--- config.mk ---
export PLATFORM = sky130hd
export DESIGN_NAME = mem_access_unit
export DESIGN_NICKNAME = d
export VERILOG_FILES = /design/src/rtl/mem_pkg.sv /design/src/rtl/mem_lane_align.sv /design/src/rtl/mem_access_unit.sv
export SDC_FILE = /design/constraint.sdc
export NUM_CORES = 1
export LEC_CHECK = 0
export CORE_MARGIN = 3
export CORE_UTILIZATION = 35
export CTS_CLUSTER_SIZE = 14
export DETAILED_ROUTE_END_ITERATION = 10
export DONT_BUFFER_PORTS = 1
export GPL_TIMING_DRIVEN = 0
export MAX_ROUTING_LAYER = met4
export PLACE_DENSITY = 0.57
export SLEW_MARGIN = 20
export SYNTH_ARGS = -nofsm -noshare
export SYNTH_HDL_FRONTEND = slang
export SYNTH_SLANG_ARGS = --single-unit
--- constraint.sdc ---
create_clock -name clk -period 2.3 [get_ports clk]
set_input_delay 0.23 -clock clk [delete_from_list [all_inputs] [get_ports clk]]
set_output_delay 0.23 -clock clk [all_outputs]
set_load 0.005 [all_outputs]
--- src/rtl/mem_pkg.sv ---
// Shared types and constants for the MEM-stage bus master.
// Lane-select patterns and the load sign-extension helper live here.
package mem_pkg;

    typedef enum logic [1:0] {
        IDLE = 2'd0,
        BUS  = 2'd1,
        DONE = 2'd2
    } mem_state_t;

    localparam logic [3:0] SEL_WORD  = 4'b1111;
    localparam logic [3:0] SEL_BYTE0 = 4'b0001;

    function automatic logic [31:0] sext_byte(input logic [7:0] b);
        return {{24{b[7]}}, b};
    endfunction

endpackage

--- src/rtl/mem_lane_align.sv ---
// Byte-lane steering for stores and lane extraction/sign extension for loads.
// Purely combinational; store and load sides take separate offset/size inputs.
module mem_lane_align
    import mem_pkg::*;
(
    input  logic [1:0]  st_offset,
    input  logic        st_word,
    input  logic [31:0] st_data,
    output logic [3:0]  st_sel,
    output logic [31:0] st_wdata,
    input  logic [1:0]  ld_offset,
    input  logic        ld_word,
    input  logic [31:0] ld_rdata,
    output logic [31:0] ld_data
);

    logic [7:0] ld_lane;

    always_comb begin
        st_sel   = SEL_WORD;
        st_wdata = st_data;
        if (!st_word) begin
            st_sel   = SEL_BYTE0 << st_offset;
            st_wdata = {4{st_data[7:0]}};
        end
    end

    always_comb begin
        ld_lane = ld_rdata[7:0];
        unique case (ld_offset)
            2'd0: ld_lane = ld_rdata[7:0];
            2'd1: ld_lane = ld_rdata[15:8];
            2'd2: ld_lane = ld_rdata[23:16];
            2'd3: ld_lane = ld_rdata[31:24];
            default: ld_lane = ld_rdata[7:0];
        endcase
        ld_data = ld_word ? ld_rdata : sext_byte(ld_lane);
    end

endmodule

--- src/rtl/mem_access_unit.sv ---
// MEM-stage Wishbone-classic master: one bus transaction per load/store,
// stalling the pipeline until ack/err, then committing results to MEM/WB.
module mem_access_unit
    import mem_pkg::*;
#(
    parameter int unsigned ADDR_WIDTH = 32,
    parameter int unsigned DATA_WIDTH = 32
) (
    input  logic                  clk,
    input  logic                  reset,
    input  logic                  MemRead_in,
    input  logic                  MemWrite_in,
    input  logic                  MemSize_in,
    input  logic                  MemtoReg_in,
    input  logic                  RegWrite_in,
    input  logic [ADDR_WIDTH-1:0] ALU_result_in,
    input  logic [DATA_WIDTH-1:0] rs2_data_in,
    input  logic [4:0]            rd_addr_in,
    output logic                  stall_out,
    output logic                  bus_cyc_o,
    output logic                  bus_stb_o,
    output logic                  bus_we_o,
    output logic [ADDR_WIDTH-1:0] bus_adr_o,
    output logic [DATA_WIDTH-1:0] bus_dat_o,
    output logic [3:0]            bus_sel_o,
    input  logic [DATA_WIDTH-1:0] bus_dat_i,
    input  logic                  bus_ack_i,
    input  logic                  bus_err_i,
    output logic                  MemtoReg_out,
    output logic                  RegWrite_out,
    output logic [4:0]            rd_addr_out,
    output logic [DATA_WIDTH-1:0] ALU_result_out,
    output logic [DATA_WIDTH-1:0] mem_data_out,
    output logic                  mem_err_out
);

    mem_state_t            state_q;
    logic [1:0]            ld_offset_q;
    logic                  ld_word_q;
    logic [DATA_WIDTH-1:0] load_q;
    logic                  access;
    logic                  term;
    logic [3:0]            lane_sel;
    logic [31:0]           lane_wdata;
    logic [31:0]           lane_ld_data;

    assign access = MemRead_in | MemWrite_in;
    assign term   = bus_ack_i | bus_err_i;

    // Gated by reset so the stall drops immediately when reset asserts mid-access.
    always_comb begin
        stall_out = 1'b0;
        if (reset) begin
            stall_out = (state_q == BUS) || ((state_q == IDLE) && access);
        end
    end

    // Load extraction uses the offset/size latched at launch, not the live inputs.
    mem_lane_align u_lane_align (
        .st_offset (ALU_result_in[1:0]),
        .st_word   (MemSize_in),
        .st_data   (rs2_data_in),
        .st_sel    (lane_sel),
        .st_wdata  (lane_wdata),
        .ld_offset (ld_offset_q),
        .ld_word   (ld_word_q),
        .ld_rdata  (bus_dat_i),
        .ld_data   (lane_ld_data)
    );

    always_ff @(posedge clk or negedge reset) begin
        if (!reset) begin
            state_q        <= IDLE;
            bus_cyc_o      <= 1'b0;
            bus_stb_o      <= 1'b0;
            bus_we_o       <= 1'b0;
            bus_adr_o      <= '0;
            bus_dat_o      <= '0;
            bus_sel_o      <= '0;
            ld_offset_q    <= '0;
            ld_word_q      <= 1'b0;
            load_q         <= '0;
            MemtoReg_out   <= 1'b0;
            RegWrite_out   <= 1'b0;
            rd_addr_out    <= '0;
            ALU_result_out <= '0;
            mem_data_out   <= '0;
            mem_err_out    <= 1'b0;
        end else begin
            unique case (state_q)
                IDLE: begin
                    mem_err_out    <= 1'b0;
                    ALU_result_out <= ALU_result_in;
                    if (access) begin
                        bus_cyc_o    <= 1'b1;
                        bus_stb_o    <= 1'b1;
                        bus_we_o     <= MemWrite_in;
                        bus_adr_o    <= {ALU_result_in[ADDR_WIDTH-1:2], 2'b00};
                        bus_dat_o    <= lane_wdata;
                        bus_sel_o    <= lane_sel;
                        ld_offset_q  <= ALU_result_in[1:0];
                        ld_word_q    <= MemSize_in;
                        // Bubble into MEM/WB while the access is outstanding.
                        MemtoReg_out <= 1'b0;
                        RegWrite_out <= 1'b0;
                        rd_addr_out  <= '0;
                        state_q      <= BUS;
                    end else begin
                        MemtoReg_out <= MemtoReg_in;
                        RegWrite_out <= RegWrite_in;
                        rd_addr_out  <= rd_addr_in;
                    end
                end
                BUS: begin
                    if (term) begin
                        bus_cyc_o   <= 1'b0;
                        bus_stb_o   <= 1'b0;
                        bus_we_o    <= 1'b0;
                        load_q      <= bus_err_i ? '0 : lane_ld_data;
                        mem_err_out <= bus_err_i;
                        state_q     <= DONE;
                    end
                end
                DONE: begin
                    MemtoReg_out   <= MemtoReg_in;
                    RegWrite_out   <= RegWrite_in & ~mem_err_out;
                    rd_addr_out    <= rd_addr_in;
                    ALU_result_out <= ALU_result_in;
                    mem_data_out   <= load_q;
                    mem_err_out    <= 1'b0;
                    state_q        <= IDLE;
                end
                default: begin
                    bus_cyc_o <= 1'b0;
                    bus_stb_o <= 1'b0;
                    bus_we_o  <= 1'b0;
                    state_q   <= IDLE;
                end
            endcase
        end
    end

endmodule

* Word-level counts from Yosys, hierarchy flattened
Cells that the tools add are included.
** Storage, ports and cells
- Input bits :: 110
- Output and inout port bits :: 144
- Flip-flop bits (word level) :: 177
- Logic and storage cells :: 62
** Cells by class
- Reduce and logical (&&, ||, !) cells :: 12
- Bitwise operators :: 5
- Equality and inequality tests :: 7
- Shift operators :: 1
- Multiplexer cells :: 22
** Operators with widths (number)
- two-way mux 32 bit :: 3
- case mux 8 bit (4 select lines) :: 1
- case mux 5 bit (2 select lines) :: 1
- AND reduction 2 bit :: 4
- two-way mux 1 bit :: 7
- == test 2 bit (second input constant) :: 3
- case mux 1 bit (2 select lines) :: 3
- case mux 1 bit (3 select lines) :: 2
- two-way mux 5 bit :: 1
- == test 2 x 1 -> 1 bit (second input constant) :: 2
- logical NOT 2 bit :: 2
- two-way mux 2 bit :: 2
- two-way mux 4 bit :: 1
- != test 2 bit (second input constant) :: 2
- case mux 2 bit (2 select lines) :: 1
- nonzero test 2 bit :: 2
- << shifter 1 x 2 -> 4 bit (first input constant) :: 1
- AND reduction 3 bit :: 1
- NOT 1 bit :: 2
- bitwise OR 1 bit :: 2
- OR reduction 2 bit :: 1
- bitwise AND 1 bit :: 1
- logical AND 1 bit :: 1
- logical OR 1 bit :: 1

* Logic depth before layout (Yosys ltp)
Gate-level depths: netlist of the first run.
- Depth in word-level cells :: 4
- Gate-level depth with buffers :: 6
- Depth with buffers taken out :: 3

* Modules after synthesis
Synthesis of the first run repeated with hierarchy kept, for this count alone.
** Unflattened totals
- Cells, all modules :: 576
- Area total of the unflattened synthesis :: 7798.7 um2
** Modules (own cells, without submodules)
- mem_access_unit :: area an instance 6905.4 um2, seq. area each 4429.2 um2, cells each 428, times used 1
- mem_lane_align :: area an instance 893.4 um2, seq. area each 0.0 um2, cells each 148, times used 1

* Least setup slack after synthesis of the first run
OpenSTA, ideal clock, no wires.
- Path type :: reg2reg
- From :: reg state_q[1]
- To :: reg bus_adr_o[10]
- Cell stages (with the launch flop) :: 6
- Data arrival time :: 1.450 ns
- Setup time :: 0.125 ns
- Period minus slack after synthesis :: 1.575 ns
- Setup slack :: 0.725 ns
- Required time :: 2.175 ns
- Buffers on the path :: 3
- Path through :: dfrtp_1 > buf_6 > or3_1 > buf_6 > buf_12 > mux2_4
** Between the ends
- Longest elaborated chain between the ends :: 2
** Ends and longest elaborated chain
- start, declared :: line mem_access_unit.sv:37 : mem_state_t state_q;
- start signal, assigned :: line mem_access_unit.sv:73 : state_q <= IDLE;
- start signal, assigned :: line mem_access_unit.sv:107 : state_q <= BUS;
- start signal, assigned :: line mem_access_unit.sv:121 : state_q <= DONE;
- logical NOT 2 bit :: line mem_access_unit.sv:90 : unique case (state_q)
- AND reduction 2 bit (no line)
- end signal, assigned :: line mem_access_unit.sv:98 : bus_adr_o <= {ALU_result_in[ADDR_WIDTH-1:2], 2'b00};
- end, declared :: line mem_access_unit.sv:23 : output logic [ADDR_WIDTH-1:0] bus_adr_o,
No other way between the ends.
A chain may end at the register's enable or synchronous reset.

* Final worst setup path of the first run
- From :: reg state_q[0]
- To :: out stall_out
** Between the ends
- Longest elaborated chain between the ends :: 4
- Elaborated cells on any way between the ends :: 5
- Classes of those cells :: eq/ne: 1; mux: 1; reduce/logical: 3
** Ends and longest elaborated chain
- logical NOT 2 bit :: line mem_access_unit.sv:54 : stall_out = (state_q == BUS) || ((state_q == IDLE) && access);
- logical AND 1 bit :: line mem_access_unit.sv:54
- logical OR 1 bit * :: line mem_access_unit.sv:54
- two-way mux 1 bit * :: line mem_access_unit.sv:53 : if (reset) begin
- end, declared :: line mem_access_unit.sv:19 : output logic stall_out,
Every way passes the cells marked *; elsewhere a longest branch is shown, timed or not.

==> results of run 1 <==
## flip-flops by register name (all words and copies together) (netlist names)
name,flops
ALU_result_out,32
bus_dat_o,32
load_q,32
mem_data_out,32
bus_adr_o,30
rd_addr_out,5
bus_sel_o,4
ld_offset_q,2
state_q,2
MemtoReg_out,1
RegWrite_out,1
bus_stb_o,1
bus_we_o,1
ld_word_q,1
mem_err_out,1
## metal layers
metal  part of all wire  wire, µm
met5                  0         0
met4              0.019       396
met3              0.080      1670
met2               0.51     10600
met1               0.40      8290
## critical path: cells and delay by family (launching register included)
family / cells / cell delay, ns
AND/OR/NAND/NOR: 2 / 0.47
buffers and inverters: 2 / 0.59
flip-flops: 1 / 0.47
## logic make-up after synthesis
kind of cell,Yosys count,share of synthesized area
other,1,0.000485
AND/OR/NAND/NOR,122,0.0795
AO/OA/AOI/OAI,100,0.0928
buffers and inverters,59,0.0435
flip-flops,177,0.572
multiplexers,133,0.211
## how the worst min path moves through the flow
| stage | slack, ns | cells after the start | startpoint | to |
|---|---|---|---|---|
| after floorplan | -0.07 | 0 | reset | ALU_result_out[0] |
| after global placement | -0.06 | 0 | reset | mem_data_out[17] |
| after detailed placement | -0.06 | 0 | reset | load_q[14] |
| after CTS | -0.53 | 0 | reset | mem_data_out[17] |
| after global routing | -0.53 | 0 | reset | load_q[14] |
| final | -0.51 | 0 | reset | load_q[12] |
## power groups by stage
stage / combinational [mW] / clock [mW] / sequential, mW
5_1_grt: 4.47 / 3.01 / 6.08
6_report: 4.10 / 2.80 / 5.89
3_5_place_dp: 4.02 / 0 / 5.97
4_1_cts: 4.13 / 2.87 / 5.94
2_1_floorplan: 3.35 / 0 / 5.42
3_3_place_gp: 3.87 / 0 / 5.95
## layout by cell type, fill, tap and decap left out, types with 2 or more instances in the layout
cell	count
sky130_fd_sc_hd__nor2_1	9
sky130_fd_sc_hd__a21oi_1	3
sky130_fd_sc_hd__nor2b_1	34
sky130_fd_sc_hd__clkinv_2	2
sky130_fd_sc_hd__inv_6	4
sky130_fd_sc_hd__clkbuf_16	17
sky130_fd_sc_hd__o31ai_1	27
sky130_fd_sc_hd__buf_4	4
sky130_fd_sc_hd__a211o_1	6
sky130_fd_sc_hd__a2111oi_0	6
sky130_fd_sc_hd__mux2_2	76
sky130_fd_sc_hd__buf_12	4
sky130_fd_sc_hd__buf_2	16
sky130_fd_sc_hd__buf_6	2
sky130_fd_sc_hd__o21ba_2	2
sky130_fd_sc_hd__dlygate4sd3_1	66
sky130_fd_sc_hd__mux2i_1	3
sky130_fd_sc_hd__buf_1	2
sky130_fd_sc_hd__conb_1	2
sky130_fd_sc_hd__dfrtp_1	177
sky130_fd_sc_hd__nand2b_1	13
sky130_fd_sc_hd__nor3b_1	7
sky130_fd_sc_hd__nor3_1	2
sky130_fd_sc_hd__inv_1	14
sky130_fd_sc_hd__clkbuf_1	18
sky130_fd_sc_hd__mux2_1	16
sky130_fd_sc_hd__clkinv_4	2
sky130_fd_sc_hd__a22o_1	6
sky130_fd_sc_hd__o21ai_0	31
sky130_fd_sc_hd__o21bai_1	7
sky130_fd_sc_hd__nand2_1	53
sky130_fd_sc_hd__mux2_4	38
sky130_fd_sc_hd__clkinvlp_4	3
sky130_fd_sc_hd__a32o_1	7
## area by class of cell
type,count,area (µm²),area share
plain buffers,45,284,0.0305
clock buffers,18,429,0.0461
clock inverters,13,126,0.0136
repair buffers,66,661,0.0710
flip-flops and latches,177,4430,0.476
multi-input cells,357,2980,0.320
inverters,14,52.6,0.00565
well taps,275,344,0.0370
## stage by stage
step	power, mW	hold slack [ns]	area [µm²]	util
floorplan	8.77	-0.0656	7740	-
global placement	9.82	-0.0613	8090	0.379
detailed placement	9.99	-0.0610	8090	0.379
CTS	12.9	-0.525	9300	0.436
global route	13.6	-0.535	9300	0.436
finish	12.8	-0.510	9300	0.436
## timing repair
action / 4_1_cts / 5_1_grt
resized for setup: 0 / 0
buffers inserted: 0 / 0
endpoints found under the hold margin: 276 / 177
==> metrics.md, run 1 <==
| Metric | Value |
|---|---|
| Run status | `complete, but fails checks` |
| Violated checks | `hold timing` |
| Buffer cell driving the clock tree root | `sky130_fd_sc_hd__clkbuf_16` |
| Number of buffers on the longest clock path | `2` |
| Delay of the slowest cell on the worst path | `0.47 ns` |
| Max-cap check violation count | `0` |
| Reg2reg end | `bus_dat_o[29]` |
| Largest clock skew in the final design | `0.0171 ns` |
| Vias in the first global route | `5326` |
| Starting density of the core | `0.362` |
| Post-Route Hold Slack | `-0.510 ns` |
| Reg2Reg Setup Slack | `0.30 ns` |
| Horizontal die dimension | `155 µm` |
| Remaining max-slew budget at the tightest pin | `0.440` |
| Class of the most critical hold timing path | `in2async` |
| Synth-to-Final Area Change | `20.2%` |
| Number of placed instances, taps included | `868` |
| Die H | `155 µm` |
| Final estimated routing congestion in global placement | `0.857` |
| Path depth of the worst reg2reg path | `5` |
| Leakage component of the power | `4.19 nW` |
| Transition time at the pin with the least slew margin | `0.838 ns` |
| Share of Yosys cell area claimed by the top area cell type | `0.572` |
| GRT met1 Usage | `0.217` |
| Largest fanout of any net on the critical path | `10` |
| Sequential cell fraction of total power | `0.460` |
| Final layout net count | `788` |
| Ratio of final minimum period to clock period | `0.951` |
| Via-per-instance ratio | `5.19` |
| Total of fill cells in the finished design | `1945` |
| RSZ-0062 raised after global routing | `false` |
| # setup viols final | `0` |
| Half-perimeter wire length of the detailed placement result | `15000 µm` |
| Worst slack at placement | `0.281 ns` |
| Clock tree from TritonCTS | `done` |
| P_int | `8.42 mW` |
| Seq/Total Area, Yosys | `0.572` |
| Total grt overflow | `0` |
| CTS H-tree depth | `4` |
| Placement Rows | `53` |
| Antenna Diode Count | `0` |
| Slowest CP cell | `sky130_fd_sc_hd__dfrtp_1` |
| Critical-path cell list | `buf_2, buf_2, nor3_1, nor3b_1` |
| Worst VDD drop | `0.537 mV` |
| Synthesized area divided by synthesized cell count | `13.1 µm²` |
| CTS buffer count | `17` |
| Library cell with the highest instance count after synthesis | `sky130_fd_sc_hd__dfrtp_1` |
| Post-route minimum period | `2.19 ns` |
| Initial antenna violation count | `0` |
| Number of instances in the synthesized netlist | `592` |
| Routing usage on met2 | `0.291` |
| Routed wire length | `21000 µm` |
| Most used DFF post-synth | `sky130_fd_sc_hd__dfrtp_1` |
| Buffers on Ports | `0` |
| Clock-pin transition on the worst setup and hold timing paths | `0.07 ns` |
| Later-pin clock latency in the skew report | `0.43 ns` |
| Final std cells w/o fill | `965` |
| Dominant cell type by area after synthesis | `sky130_fd_sc_hd__dfrtp_1` |
| Violation count after the first detailed-routing iteration | `233` |
| Total of flip-flops plus latches after synthesis | `177` |
| Number of ports placed on the die boundary | `254` |
| Data arrival time at the worst-slack endpoint | `1.96 ns` |
| Global-route usage over all layers | `0.180` |
| Die area | `23900 µm²` |
| Remaining antenna violation count after routing | `0` |
| Commonest cells in the synthesized netlist | `sky130_fd_sc_hd__dfrtp_1 (177), sky130_fd_sc_hd__mux2_2 (76), sky130_fd_sc_hd__nand2_1 (53)` |
| Core area | `21400 µm²` |
| Element type at the critical path end | `primary output` |
| Worst setup path endpoint | `stall_out` |
| Switching portion of total power | `0.342` |
| Share of power burned in the clock network | `0.219` |
| Share of cells above drive strength 1 | `0.252` |
| Relative contribution of combinational cells to total power | `0.321` |
| Total negative slack for setup checks | `0 ns` |
| Cts-stage hold buffer count | `66` |
| R2r startpoint | `state_q[1]` |
| Routed wire per std cell | `21.7 µm` |
| Number of optimization iterations in the first detailed-route pass | `4` |
| DRC violations left | `0` |
| Largest net degree at the start of global routing | `179` |
| Fraction of registers with async set or reset after synthesis | `1.00` |
| Critical path start-end classification | `reg2out` |
| Synthesis warning total | `0` |
| First-pass GRT wire length | `32400 µm` |
| Timing startpoint of the critical path | `state_q[0]` |
| Endpoints failing hold | `177` |
| Setup crit start kind | `register` |
| Clock Sinks | `177` |
| Final Slew Violations | `0` |
| Top cells by area in the synthesized netlist | `sky130_fd_sc_hd__dfrtp_1 (57%), sky130_fd_sc_hd__mux2_2 (11%), sky130_fd_sc_hd__mux2_4 (7.4%)` |
| Highest-utilization routing layer at the global route stage | `met2` |
| Pwr dens | `1380 nW/µm²` |
| Count of cell types in the netlist | `37` |
| Setup ws final | `0.113 ns` |
| GRT met3 Usage | `0.0565` |
| Peak Freq | `0.457 GHz` |
| Net Sw Power | `4.37 mW` |
| Mapped cell area | `7740 µm²` |
| Vias after detailed routing | `5010` |
| Required time of the worst setup path | `2.07 ns` |
| Number of flops mapped to enable cells by yosys | `0` |
| CP most frequent cell | `sky130_fd_sc_hd__buf_2` |
Power figures use the tool's default switching activity.
==> inputs of run 2 (changes only) <==
--- a/config.mk
+++ b/config.mk
@@ -5,6 +5,7 @@
 export SDC_FILE = /design/constraint.sdc
 export NUM_CORES = 1
 export LEC_CHECK = 0
+export ABC_AREA = 0
 export CORE_MARGIN = 3
 export CORE_UTILIZATION = 35
 export CTS_CLUSTER_SIZE = 14
==> results of run 2 <==
No change in the layout: final DEF, timing and power equal those of run 1.
